`src/rtl/hisoc_test_seq.sv`:
```
// rtl/hisoc_test_seq.sv - multi-test sequencer and pass/fail monitor for HISOC regression runs
// Walks TEST_NUM images through reset/load/warm/run and judges each by snooping x26/x27/x3 writes.
module hisoc_test_seq #(
   parameter int CPU_WIDTH   = 32,
   parameter int HART_NUM    = 1,
   parameter int TEST_NUM    = 37,
   parameter int IDX_W       = 6,
   parameter int RST_CYC     = 1,
   parameter int WARM_CYC    = 5,
   parameter int SETTLE_CYC  = 4,
   parameter int TO_W        = 20,
   parameter int TIMEOUT_CYC = 100000
) (
   input  logic                          clk,
   input  logic                          rst_n,
   input  logic                          start,
   input  logic                          stop_on_fail,
   input  logic [HART_NUM-1:0]           rf_wen,
   input  logic [5*HART_NUM-1:0]         rf_waddr,
   input  logic [CPU_WIDTH*HART_NUM-1:0] rf_wdata,
   output logic                          load_req,
   input  logic                          load_ack,
   output logic [IDX_W-1:0]              test_idx,
   output logic                          core_rst_n,
   output logic                          core_enable,
   output logic                          busy,
   output logic                          res_valid,
   output logic                          res_pass,
   output logic                          res_timeout,
   output logic [CPU_WIDTH-1:0]          res_gp,
   output logic [IDX_W-1:0]              pass_cnt,
   output logic [IDX_W-1:0]              fail_cnt,
   output logic                          run_done
);

   typedef enum logic [2:0] {
      S_IDLE, S_RST, S_LOAD, S_WARM, S_RUN, S_SETTLE, S_EVAL, S_DONE
   } state_t;

   localparam logic [TO_W-1:0]  RST_LAST    = TO_W'(RST_CYC - 1);
   localparam logic [TO_W-1:0]  WARM_LAST   = TO_W'(WARM_CYC - 1);
   localparam logic [TO_W-1:0]  SETTLE_LAST = TO_W'(SETTLE_CYC - 1);
   localparam logic [TO_W-1:0]  TO_LAST     = TO_W'(TIMEOUT_CYC - 1);
   localparam logic [IDX_W-1:0] LAST_TEST   = IDX_W'(TEST_NUM - 1);

   state_t               state, next_state;
   logic [TO_W-1:0]      cnt;
   logic                 timeout_q;
   logic                 sof_q;
   logic [HART_NUM-1:0]  done_f;
   logic [HART_NUM-1:0]  pass_f;
   logic [CPU_WIDTH-1:0] gp_f [HART_NUM];
   logic                 snoop_en;
   logic                 to_hit;
   logic                 eval_pass;
   logic [CPU_WIDTH-1:0] fail_gp;

   always_comb begin
      snoop_en  = state inside {S_WARM, S_RUN, S_SETTLE};
      to_hit    = (state == S_RUN) && (cnt == TO_LAST);
      eval_pass = (&pass_f) && !timeout_q;
      fail_gp   = '0;
      // descending scan so the lowest-numbered failing hart wins
      for (int h = HART_NUM - 1; h >= 0; h--) begin
         if (!pass_f[h]) fail_gp = gp_f[h];
      end
   end

   always_ff @(posedge clk or negedge rst_n) begin
      if (!rst_n) state <= S_IDLE;
      else        state <= next_state;
   end

   always_comb begin
      next_state = state;
      case (state)
         S_IDLE, S_DONE: if (start) next_state = S_RST;
         S_RST:          if (cnt == RST_LAST) next_state = S_LOAD;
         S_LOAD:         if (load_ack) next_state = S_WARM;
         S_WARM:         if (cnt == WARM_LAST) next_state = S_RUN;
         S_RUN: begin
            // timeout is checked first so it wins a tie with the last done
            if (to_hit)        next_state = S_EVAL;
            else if (&done_f)  next_state = S_SETTLE;
         end
         S_SETTLE:       if (cnt == SETTLE_LAST) next_state = S_EVAL;
         S_EVAL: begin
            if (test_idx == LAST_TEST || (!eval_pass && sof_q)) next_state = S_DONE;
            else                                                next_state = S_RST;
         end
         default:        next_state = S_IDLE;
      endcase
   end

   always_ff @(posedge clk or negedge rst_n) begin
      if (!rst_n) begin
         done_f <= '0;
         pass_f <= '0;
         for (int h = 0; h < HART_NUM; h++) gp_f[h] <= '0;
      end else if (state == S_RST) begin
         done_f <= '0;
         pass_f <= '0;
         for (int h = 0; h < HART_NUM; h++) gp_f[h] <= '0;
      end else if (snoop_en) begin
         for (int h = 0; h < HART_NUM; h++) begin
            if (rf_wen[h]) begin
               case (rf_waddr[5*h +: 5])
                  5'd26:   done_f[h] <= (rf_wdata[CPU_WIDTH*h +: CPU_WIDTH] == CPU_WIDTH'(1));
                  5'd27:   pass_f[h] <= (rf_wdata[CPU_WIDTH*h +: CPU_WIDTH] == CPU_WIDTH'(1));
                  5'd3:    gp_f[h]   <= rf_wdata[CPU_WIDTH*h +: CPU_WIDTH];
                  default: ;
               endcase
            end
         end
      end
   end

   always_ff @(posedge clk or negedge rst_n) begin
      if (!rst_n) begin
         cnt         <= '0;
         timeout_q   <= 1'b0;
         sof_q       <= 1'b0;
         load_req    <= 1'b0;
         test_idx    <= '0;
         core_rst_n  <= 1'b0;
         core_enable <= 1'b0;
         busy        <= 1'b0;
         res_valid   <= 1'b0;
         res_pass    <= 1'b0;
         res_timeout <= 1'b0;
         res_gp      <= '0;
         pass_cnt    <= '0;
         fail_cnt    <= '0;
         run_done    <= 1'b0;
      end else begin
         cnt         <= (next_state != state) ? '0 : cnt + TO_W'(1);
         load_req    <= (state == S_LOAD) && !load_ack;
         core_rst_n  <= state inside {S_WARM, S_RUN, S_SETTLE, S_EVAL};
         core_enable <= state inside {S_RUN, S_SETTLE};
         busy        <= !(state inside {S_IDLE, S_DONE});
         run_done    <= (state == S_DONE);
         res_valid   <= (state == S_EVAL);
         if (state == S_RST) timeout_q <= 1'b0;
         else if (to_hit)    timeout_q <= 1'b1;
         if ((state == S_IDLE || state == S_DONE) && start) begin
            test_idx <= '0;
            pass_cnt <= '0;
            fail_cnt <= '0;
            sof_q    <= stop_on_fail;
         end
         if (state == S_EVAL) begin
            res_pass    <= eval_pass;
            res_timeout <= timeout_q;
            res_gp      <= eval_pass ? '0 : fail_gp;
            if (eval_pass) pass_cnt <= pass_cnt + IDX_W'(1);
            else           fail_cnt <= fail_cnt + IDX_W'(1);
            if (next_state == S_RST) test_idx <= test_idx + IDX_W'(1);
         end
      end
   end

endmodule
```
`config.mk`:
```
export PLATFORM = sky130hd
export DESIGN_NAME = hisoc_test_seq
export DESIGN_NICKNAME = d
export VERILOG_FILES = /design/src/rtl/hisoc_test_seq.sv
export SDC_FILE = /design/constraint.sdc
export NUM_CORES = 1
export LEC_CHECK = 0
export ABC_AREA = 1
export BUFFER_PORTS_ARGS = -buffer_cell sky130_fd_sc_hd__buf_2
export CAP_MARGIN = 20
export CORE_MARGIN = 2
export CORE_UTILIZATION = 55
export CTS_CLUSTER_SIZE = 30
export DETAILED_ROUTE_END_ITERATION = 6
export HOLD_SLACK_MARGIN = 0.1
export PLACE_DENSITY = 0.79
export SLEW_MARGIN = 20
export SYNTH_ARGS = -nofsm -noshare
export SYNTH_HDL_FRONTEND = slang
export SYNTH_SLANG_ARGS = --single-unit
```
`constraint.sdc`:
```
create_clock -name clk -period 2 [get_ports clk]
set_input_delay 0.3 -clock clk [delete_from_list [all_inputs] [get_ports clk]]
set_output_delay 0.3 -clock clk [all_outputs]
set_load 0.01 [all_outputs]
```
==> summary.md, run 1 <==
| Metric | Value |
|---|---|
| Drt pass-1 iters | 5 |
| Met1 usage | approximately a third |
| Die area | roughly 11000 µm² |
| Worst EP required | 2.40 ns |
| Setup crit start | state[1] |
| Core ar. | just under 10000 µm² |
| Final slew viol count | 0 |
| Worst EP arrival | about 2.4 ns |
| CP Max Fanout | 10 |
| Die Y | about 100 µm |
| Global route overflow | 0 |
| Pre-CTS WS | 0.0966 ns |
| Clock root buffer | clkbuf_8 |
| Remaining DRCs | 0 |
| Syn_nets | 674 |
| Initial Util | between 50 and 60% |
| Synthesized flop and latch total | around 120 |
| Setup WS post-layout | 0.00654 ns |
| Peak Freq | around 500 MHz |
| Met2 Usage GRT | between 40% and 50% |
| Setup CP Type | register to register |
| Worst-Margin Slew | 0.645 ns |
| Post-route ant nets | 0 |
| Leading area contributor after synthesis | dfrtp_1 |
| Largest net degree at the start of global routing | between 60 and 70 |
| DP Area | a little over 6000 µm² |
| Die W | just over 100 µm |
| Crit path buffers/inverters | 2 |
| Vias per cell | 5.52 |
| Slowest CP cell | dfrtp_2 |
| Share of cells above drive strength 1 | about 25% |
| Fin crit share | 99.7% |
| Reg-to-reg startpoint | state[1] |
| Post-synthesis sequential area ratio | between 50 and 60% |
| Finished Cell Area | just over 7000 µm² |
| CP cell instances | inv_2, nand3_1, nor2_1, nand3_1, nand2_1, nand3_2, o21bai_4, nand2_2, nand3_4, buf_12, nor2_1 |
| DR WL/cell | 16.0 µm |
| Busiest grt layer | met2 |
| Rel. slew slack | 57.0% |
| Fill cells | 649 |
| Cell count after synthesis | 625 |
| Slowest stage delay, CP | 0.44 ns |
| Area Growth Syn to Fin | 33.7% |
| Dominant cells by area after synthesis | dfrtp_1 54%, nand2_1 7.8%, nand3_1 6.1% |
| VDD IR-drop max | 865 µV |
| Final HPWL DP | between 8 and 9 mm |
| Initial antenna violation count | 0 |
| Syn avg cell area | between 8 and 9 µm² |
| # IOs | slightly above 100 |
| M3 GR Usage | under 10% |
| Lkg Pwr | approximately 3.5 nW |
| PwrDens | between 1500 and 2000 nW/µm² |
| Synth top area share | between 50 and 60% |
| Clk Latency, worst-skew pair | approximately 0.53 ns |
| Post-synthesis cell type count | 35 |
| RSZ-0062 raised after global routing | true |
| Crit. End Element | register |
| Rows | 36 |
| Clock buffer depth | 2 |
| Clock sinks | about 120 |
| TritonCTS clock tree | done |
| Hold Startpoint | start |
| Min Tclk post-route | roughly 2 ns |
| Nets | between 800 and 900 |
| Port bufs | 100 |
| Global-route wire length before repair | 21.9 mm |
| Antenna cells | 0 |
| Final Routed Wirelength | approximately 15 mm |
| Clock transition at path regs | about 0.060 ns |
| Clock Skew | ~0.011 ns |
| Hold WC Path Type | input pin to register |
| Final hold violation count | 0 |
| Initial DRC count | 283 |
| Final GP Congestion | about 0.95 |
| Vias | roughly 5100 |
| YS warnings | 0 |
| Status | completed |
| Post-Syn Area | approximately 5400 µm² |
| Startpoint types | register |
| Tot GR Track Use | a little over a quarter |
| Vias in the first global route | ~4800 |
| CTS buffer count | 17 |
| H-tree Lvls | 4 |
| Family with the most delay on the worst path | simple AND/OR/NAND/NOR gates |
| # setup viols final | 0 |
| Max_cap viols | 0 |
## per-stage QoR
| step | setup TNS [ns] | power, mW | hold WS, ns | std cells | utilization (%) |
|---|---|---|---|---|---|
| final | 0 | 10.9 | 0.211 | 917 | 74.8 |
| after global routing | -1.91 | 11.6 | 0.226 | 917 | 74.8 |
| after CTS | 0 | 10.4 | 0.183 | 913 | 73.1 |
| after detailed placement | 0 | 7.25 | 0.287 | 846 | 63.3 |
| after global placement | 0 | 7.10 | 0.281 | 846 | 63.3 |
| after floorplan | 0 | 5.98 | 0.00441 | 625 | - |
## cell families after synthesis
kind of cell | count (synthesis) | synth area share [%]
simple gates | 291 | 23.6
compound gates | 92 | 10.5
xor+xnor | 17 | 2.75
fa+ha+maj | 6 | 1.39
flops | 117 | 54.0
buf+inv | 100 | 7.30
mux | 2 | 0.369
## sequential cells by signal (all words and copies together) (netlist names), 3 cells and up
name      count
test_idx      6
gp_f         32
pass_cnt      6
fail_cnt      6
state         3
res_gp       32
cnt          20
## where the power goes
part	total (mW)	switching [mW]	leakage, nW	internal (mW)
logic	4.25	2.67	1.72	1.58
registers	3.66	0.457	1.54	3.20
clock network	3.03	1.13	0.278	1.91
total	10.9	4.26	3.54	6.68
## worst register-to-register path: cells and delay by family (launching register included)
| family | cells | cell delay (ns) |
|---|---|---|
| AND/OR/NAND/NOR | 8 | 0.97 |
| flip-flops | 1 | 0.44 |
| AO/OA/AOI/OAI | 1 | 0.20 |
| buffers and inverters | 2 | 0.26 |
## cells in the mapped netlist
master	instances
a21boi_0	3
a21oi_1	7
a21oi_2	1
a21oi_4	1
and2_0	2
and2_1	1
and3_1	1
buf_2	4
buf_6	2
clkbuf_1	19
clkinv_1	1
dfrtp_1	117
ha_1	6
inv_1	71
inv_2	3
mux2i_1	2
nand2_1	112
nand2_2	1
nand3_1	66
nand3_2	3
nand3b_1	2
nand4_1	10
nor2_1	77
nor2_2	2
nor2_4	1
nor3_1	5
nor3_2	1
nor4_1	7
o21ai_0	45
o21ai_2	1
o21bai_1	1
o22ai_1	1
o31ai_1	32
xnor2_1	6
xor2_1	11
## timing repair
item	4_1_cts	5_1_grt
hold endpoints to repair	65	0
gates resized for setup	0	38
setup buffers	0	2
hold buffers	35	0
endpoints found under the setup margin	0	31
## layer usage
metal | up-vias | wire length (µm)
met5 | - | 0
met4 | 0 | 493
met3 | 55 | 972
met2 | 236 | 7260
met1 | 2419 | 5930
li1 | 2349 | -
## path summary, 6_finish.rpt
path	end	slack, ns	depth (start not counted)
min in group asynchronous	res_gp[25]	0.27	2
hold / removal	state[1]	0.21	4
hold reg to reg	pass_cnt[5]	0.47	1
setup / recovery	cnt[4]	0.007	11
setup reg to reg	cnt[4]	0.007	11
max in group asynchronous	run_done	1.12	3
## placed cells by master, fill, tap and decap left out, types with 17 or more instances in the layout
cell type      Yosys  layout
inv_1             71      66
dlygate4sd3_1      0      35
nand3_1           66      63
nand2_1          112     104
o31ai_1           32      32
buf_2              4      99
dfrtp_1          117     115
o21ai_0           45      45
nor2_1            77      67
clkbuf_16          0      17
## cell type report
| cell class | instances | area (µm²) | area share (%) |
|---|---|---|---|
| Inverter | 75 | 287 | 3.96 |
| Clock inverter | 14 | 178 | 2.45 |
| Timing Repair Buffer | 152 | 1050 | 14.5 |
| Multi-Input combinational cell | 408 | 2210 | 30.5 |
| Clock buffer | 18 | 418 | 5.77 |
| Tap cell | 133 | 166 | 2.30 |
| Sequential cell | 117 | 2930 | 40.5 |
Power figures use the tool's default switching activity.
==> run 2: changes to the inputs <==
Settings changed: ABC_AREA 1 to default.
==> run 2 against run 1 <==
The run now ends with negative setup slack left. Largest power group unchanged. First-iteration DRC count increased by 55%. Sequential share of layout area is 1.4 points lower. Highest routed layer unchanged. Critical path type unchanged. Via count is 0.83% higher.
==> summary.md, run 2 <==
| Metric | Value |
|---|---|
| Post-synthesis cell type count | 49 (+40%) |
| Fin crit share | 116% (+16 points) |
| DP Area | 6530 µm² (+6.5%) |
| Post-synthesis sequential area ratio | 53.2% (-0.79 points) |
| Max_cap viols | 0 (unchanged) |
| Vias in the first global route | 5246 (+10%) |
| Most frequent cells after synthesis | 164 x nand2_1, 117 x dfrtp_1, 45 x o21ai_0, 34 x nand3b_1, 25 x nand3_1 |
| Simple-Gate Fraction of Synth Area | 30.0% (+6.4 points) |
| Setup WS post-layout | -0.312 ns (-0.318 ns) |
| Post-synth ARST share | 100% (unchanged) |
| Clock root buffer | clkbuf_8 |
| Most common cell in the netlist | nand2_1 |
| Failing checks | negative setup slack |
| Min Tclk post-route | 2.31 ns (+0.318 ns) |
| Largest family of logic cells by synthesized area | simple AND/OR/NAND/NOR gates |
| Peak Freq | 433 MHz (-14%) |
| Area Growth Syn to Fin | 36.4% |
| Synthesized flop and latch total | 117 (unchanged) |
| Nets | 805 (-1.8%) |
| Global route overflow | 0 (unchanged) |
| Lkg Pwr | 3.81 nW (+7.6%) |
| Post-route ant nets | 0 (unchanged) |
| FF-to-FF setup slack | -0.31 ns (-0.32 ns) |
| Slowest stage delay, CP | 0.55 ns (+0.11 ns) |
| Core ar. | 9730 µm² (+0.47%) |
| Switching Share | 36.4% (-2.5 points) |
| Leading area contributor after synthesis | dfrtp_1 |
| Port bufs | 100 (unchanged) |
| Clock sinks | 117 (unchanged) |
| Final HPWL DP | 9.11 mm (+5.9%) |
| Final slew viol count | 0 (unchanged) |
| Hold Startpoint | rf_wdata[31] |
| Cell-internal power | 6.11 mW (-8.6%) |
| Syn avg cell area | 9.51 µm² (+9.7%) |
| VDD IR-drop max | 830 µV (-4.1%) |
| Final GP Congestion | 0.879 (-7.4%) |
| Worst Hold Endpoint | gp_f[31] |
| Non-filler cells, final | 900 (-1.9%) |
| Cell count after synthesis | 578 (-7.5%) |
| Worst EP required | 2.42 ns (+0.02 ns) |
| Hold Path Cell Cnt | 3 (-1) |
| Global-route wire length before repair | 25.2 mm (+15%) |
| CTS buffer count | 17 (unchanged) |
| Drt pass-1 iters | 6 (+1) |
| Critical R2R Capture | cnt[13] |
| Rel. slew slack | 65.3% (+8.3 points) |
| DR WL/cell | 16.9 µm (+5.8%) |
| Pre-CTS WS | -0.260 ns (-0.356 ns) |
| Biggest regs | gp_f (32), res_gp (32), cnt (20) |
| R2R depth | 7 (-4) |
| Tot GR Track Use | 29.3% (+2.6 points) |
| Syn_nets | 627 (-7.0%) |
| Antenna cells | 0 (unchanged) |
| Die Y | 104 µm (+0.71%) |
| TritonCTS clock tree | done |
| Finished Cell Area | 7500 µm² (+3.5%) |
| Post-Syn Area | 5500 µm² (+1.5%) |
| Status | finished, violations left |
| Die W | 104 µm (+0.71%) |
| Synth top area share | 53.2% (-0.79 points) |
| Post-Synth XOR/XNOR Area | 3.82% (+1.1 points) |
| Slowest CP cell | or4_4 |
| CP Max Fanout | 11 (+1) |
| Commonest non-fill, non-tap cell in the layout | nand2_1 |
| Largest net degree at the start of global routing | 65 (-3.0%) |
| Initial antenna violation count | 0 (unchanged) |
| Rows | 36 (unchanged) |
| Setup CP Type | register to register |
| Dpl cells | 834 (-1.4%) |
| Hold WC Path Type | input pin to register |
| # setup viols final | 23 (+23) |
| Vias per cell | 5.67 (+2.7%) |
| CP cell instances | or4_4, nor4_4, a41o_1, o211ai_2, mux2_4, buf_12, nor3_2 |
| Final hold violation count | 0 (unchanged) |
| PwrDens | 1280 nW/µm² (-15%) |
| Crit. End Element | register |
| Post-synth EDFFs | 0 (unchanged) |
| Vias | 5101 (+0.83%) |
| Initial DRC count | 438 (+55%) |
| Clock buffer depth | 2 (unchanged) |
| H-tree Lvls | 4 (unchanged) |
| Clock network power share | 29.3% (+1.6 points) |
| Post-synthesis compound-gate area fraction | 7.67% (-2.9 points) |
| Adder-cell share of the synthesized area | 1.37% (-0.020 points) |
| Remaining DRCs | 0 (unchanged) |
| Startpoint types | register |
| Clock transition at path regs | 0.06 ns (about the same) |
| Register share of total power | 34.4% (+1.0 points) |
| Final Power | 9.60 mW (-12%) |
| Psw | 3.49 mW (-18%) |
| Logic pwr share | 36.3% (-2.5 points) |
| Mux contribution to synthesized area | 0.887% (+0.52 points) |
| YS warnings | 0 (unchanged) |
| Final Routed Wirelength | 15.2 mm (+3.8%) |
| Dominant cells by area after synthesis | dfrtp_1 53%, nand2_1 11%, nand3b_1 4.6% |
| Clock Skew | 0.0123 ns (+0.00163 ns) |
| Most frequent cells in the layout | 162 x nand2_1, 117 x dfrtp_1, 99 x buf_2 |
| Most used DFF post-synth | dfrtp_1 |
| Fill cells | 628 (-3.2%) |
| Die area | 10800 µm² (+1.4%) |
| Worst EP arrival | 2.73 ns (+0.34 ns) |
| # IOs | 101 (unchanged) |
| Worst-Margin Slew | 0.520 ns (-0.125 ns) |
| RSZ-0062 raised after global routing | true |
| Share of cells above drive strength 1 | 29.5% (+4.8 points) |
| Initial Util | 56.5% (+0.56 points) |
| Clk Latency, worst-skew pair | 0.52 ns (about the same) |
| Reg-to-reg startpoint | cnt[10] |
-- run 2: changes by cell type in the layout (fill, tap and decap cells not counted), sizes merged, moves of 17 or more --
cell,previous run,this run
nand3b,2,34
inv,76,11
nor2,80,15
nor3,6,23
o31ai,32,3
nand2,113,164
buf,116,154
nand3,69,25
-- run 2: power by group through the flow --
stage	Sequential, mW	Combinational (mW)	Clock (mW)
after global routing	3.37	3.82	2.95
final	3.31	3.48	2.81
after detailed placement	3.31	3.23	0
after global placement	3.28	3.13	0
after CTS	3.28	3.37	2.81
after floorplan	3.38	1.88	0
-- run 2: worst max path at each step --
stage,startpoint,endpoint,slack [ns],cells past startpoint
2_1_floorplan,cnt[9],cnt[14],-0.16,7
3_3_place_gp,cnt[9],cnt[18],-0.13,7
3_5_place_dp,cnt[9],cnt[19],-0.26,7
4_1_cts,cnt[10],cnt[19],-0.25,7
5_1_grt,cnt[10],cnt[8],-0.39,7
6_report,cnt[10],cnt[13],-0.31,7
-- run 2: cell type report --
type	instances	area, µm²	area share (%)
clock buffer	22	473	6.31
clock inverter	8	76.3	1.02
inverter	11	41.3	0.551
multi-input combinational	421	2470	32.9
sequential	117	2930	39.0
tap	133	166	2.22
timing repair buffer	188	1350	18.0
-- run 2: timing repair --
item                                    4_1_cts  5_1_grt
gates resized for setup                       3       13
endpoints found under the setup margin       20       40
setup buffers                                 1        2
endpoints found under the hold margin        68        0
pin swaps                                     0        5
hold buffers                                 34        0
-- run 2: critical path: cells and delay by family (launching register included) --
kind	cells	cell delay, ns
multiplexers	1	0.35
flip-flops	1	0.40
buffers and inverters	1	0.16
AND/OR/NAND/NOR	3	0.97
AO/OA/AOI/OAI	2	0.34
-- run 2: logic make-up after synthesis --
family                   Yosys count
buffers and inverters             40
AO/OA/AOI/OAI                     72
adder cells (fa/ha/maj)            6
multiplexers                       4
AND/OR/NAND/NOR                  315
XOR/XNOR                          24
flip-flops                       117
-- run 2: metrics by stage --
stage                     hold WS [ns]  util, %  setup TNS, ns
after floorplan                0.00441        -          -3.19
after global placement           0.295     67.1          -2.51
after detailed placement         0.302     67.1          -4.48
after CTS                        0.101     76.4          -4.64
after global routing             0.125     77.1          -7.81
final                            0.122     77.1          -5.60
-- run 2: routing by layer --
layer	track usage [%]	vias to the layer above	wire, µm
met1	35.1	2494	5860
li1	-	2332	-
met4	12.1	0	626
met2	51.4	223	7930
met3	6.33	52	795
met5	0	-	0
==> run 3: changes to the inputs <==
Settings changed: SKIP_LAST_GASP from default to 1.
Clock period 2 ns to 2.7 ns, I/O delays scaled along.
==> run 3 against run 2 <==
The flow now finishes without violations. Global-route usage fell by 4.7 points. Sequential power is 26% lower. Combinational power shrank 41%. Design area down 9.6%. Sequential cell count unchanged. Fmax is 11% lower. Utilization shrank 7.4 points. Critical path type unchanged. Largest power group is now registers.
==> summary.md, run 3 (synthesized netlist as in run 2, its figures left out) <==
| Metric | Value |
|---|---|
| Setup CP Type | register to register |
| Initial DRC count | 360 (-18%) |
| Lkg Pwr | 3.45 nW (-9.4%) |
| Worst-Margin Slew | 0.632 ns (+0.112 ns) |
| Die area | 10800 µm² (unchanged) |
| Slowest stage delay, CP | 0.57 ns (+0.02 ns) |
| Family with the most delay on the worst path | simple AND/OR/NAND/NOR gates |
| Min Tclk post-route | 2.60 ns (+0.286 ns) |
| Drt pass-1 iters | 4 (-2) |
| Worst EP arrival | 2.98 ns (+0.25 ns) |
| Worst EP required | 3.08 ns (+0.66 ns) |
| Final Power | 6.77 mW (-29%) |
| # setup viols final | 0 (-100%) |
| Post-route ant nets | 0 (unchanged) |
| Global-route wire length before repair | 21.4 mm (-15%) |
| Final GP Congestion | 0.860 (-2.2%) |
| Final HPWL DP | 8.15 mm (-11%) |
| Die W | 104 µm (unchanged) |
| Remaining DRCs | 0 (unchanged) |
| Vias in the first global route | 4492 (-14%) |
| Final hold violation count | 0 (unchanged) |
| Final slew viol count | 0 (unchanged) |
| Final Routed Wirelength | 12.8 mm (-16%) |
| VDD IR-drop max | 505 µV (-39%) |
| Vias | 4597 (-9.9%) |
| Biggest regs | gp_f (32), res_gp (32), cnt (20) |
| Startpoint types | register |
| Area Growth Syn to Fin | 23.3% |
| Crit. End Element | register |
| Die Y | 104 µm (unchanged) |
| DR WL/cell | 15.4 µm (-8.7%) |
| Clock Skew | 0.00914 ns (-0.00314 ns) |
| Hold WC Path Type | input pin to register |
| Largest net degree at the start of global routing | 118 (+82%) |
| Clk Latency, worst-skew pair | 0.52 ns (about the same) |
| Clock buffer depth | 2 (unchanged) |
| Share of cells above drive strength 1 | 25.4% (-4.1 points) |
| Antenna cells | 0 (unchanged) |
| Clock root buffer | clkbuf_8 |
| H-tree Lvls | 4 (unchanged) |
| Nets | 730 (-9.3%) |
| Initial Util | 56.5% (unchanged) |
| Tot GR Track Use | 24.6% (-4.7 points) |
| Core ar. | 9730 µm² (unchanged) |
| Commonest non-fill, non-tap cell in the layout | nand2_1 |
| Rows | 36 (unchanged) |
| Most frequent cells in the layout | 163 x nand2_1, 117 x dfrtp_1, 99 x buf_2 |
| Fill cells | 760 (+21%) |
| Port bufs | 100 (unchanged) |
| Setup WS post-layout | 0.102 ns (+0.414 ns) |
| Crit path buffers/inverters | 0 (-1) |
| Slowest CP cell | or4_4 |
| Number of setup buffers added after CTS | 0 (-1) |
| Fin crit share | 96.2% (-19 points) |
| TritonCTS clock tree | done |
| CP Max Fanout | 20 (+9) |
| Peak Freq | 385 MHz (-11%) |
| Vias per cell | 5.56 (-1.9%) |
| Rel. slew slack | 57.5% (-7.8 points) |
| PwrDens | 998 nW/µm² (-22%) |
| Status | completed |
| Initial antenna violation count | 0 (unchanged) |
| Max_cap viols | 0 (unchanged) |
| Clock sinks | 117 (unchanged) |
| Finished Cell Area | 6780 µm² (-9.6%) |
| Post-layout util | 69.7% (-7.4 points) |
| CTS buffer count | 17 (unchanged) |
| Global route overflow | 0 (unchanged) |
| CP cell instances | or4_4, nor4_4, nand4_1, a211oi_1, mux2_4, nor3_2 |
| DP Area | 6130 µm² (-6.0%) |
| Clock transition at path regs | 0.06 ns (about the same) |
| # IOs | 101 (unchanged) |
| Pre-CTS WS | 0.307 ns (+0.566 ns) |
run 3: path summary, 6_finish.rpt:
path,slack [ns],from,cells after the start,endpoint
worst min-delay path,0.14,rf_wdata[30],3,gp_f[30]
worst max-delay path,0.10,cnt[9],6,cnt[10]
max in group asynchronous,1.71,rst_n,3,test_idx[0]
worst min register to register,0.46,res_gp[8],2,res_gp[8]
min in group asynchronous,0.50,rst_n,3,res_gp[25]
worst max register to register,0.10,cnt[9],6,cnt[10]
run 3: worst min-delay path, stage by stage:
cell	delay, ns
buf_2	0.10
nand2_1	0.04
o21ai_0	0.06
run 3: stage by stage:
stage	instances	hold WS, ns	TNS [ns]
after floorplan	578	0.109	0
after global placement	792	0.444	0
after detailed placement	792	0.451	0
after CTS	827	0.120	0
after global routing	827	0.116	-0.0101
final	827	0.138	0
run 3: timing repair:
action / 4_1_cts / 5_1_grt
resized for setup: 0 / 1
setup endpoints to repair: 0 / 3
hold endpoints to repair: 119 / 0
hold buffers: 3 / 0
run 3: report_power, final:
group	total (mW)	internal (mW)	switching (mW)
Combinational	2.05	0.686	1.36
Sequential	2.45	2.19	0.258
Clock	2.27	1.48	0.788
Total	6.77	4.36	2.41
run 3: area by class of cell:
class                           count  area (µm²)  share of cell area, %
Multi-Input combinational cell    421        2410                   35.6
Clock buffer                       21         459                   6.77
Sequential cell                   117        2930                   43.2
Inverter                           11        41.3                  0.609
Tap cell                          133         166                   2.45
Clock inverter                     11         149                   2.20
Timing Repair Buffer              113         621                   9.15
run 3: layer usage:
layer / vias up / part of all wire [%] / wire length [µm] / GRT usage (%)
li1: 2182 / - / - / -
met1: 2227 / 44 / 5560 / 32.4
met2: 161 / 49 / 6220 / 38.8
met3: 27 / 5.7 / 729 / 7.33
met4: 0 / 2.0 / 261 / 9.46
met5: - / 0 / 0 / 0
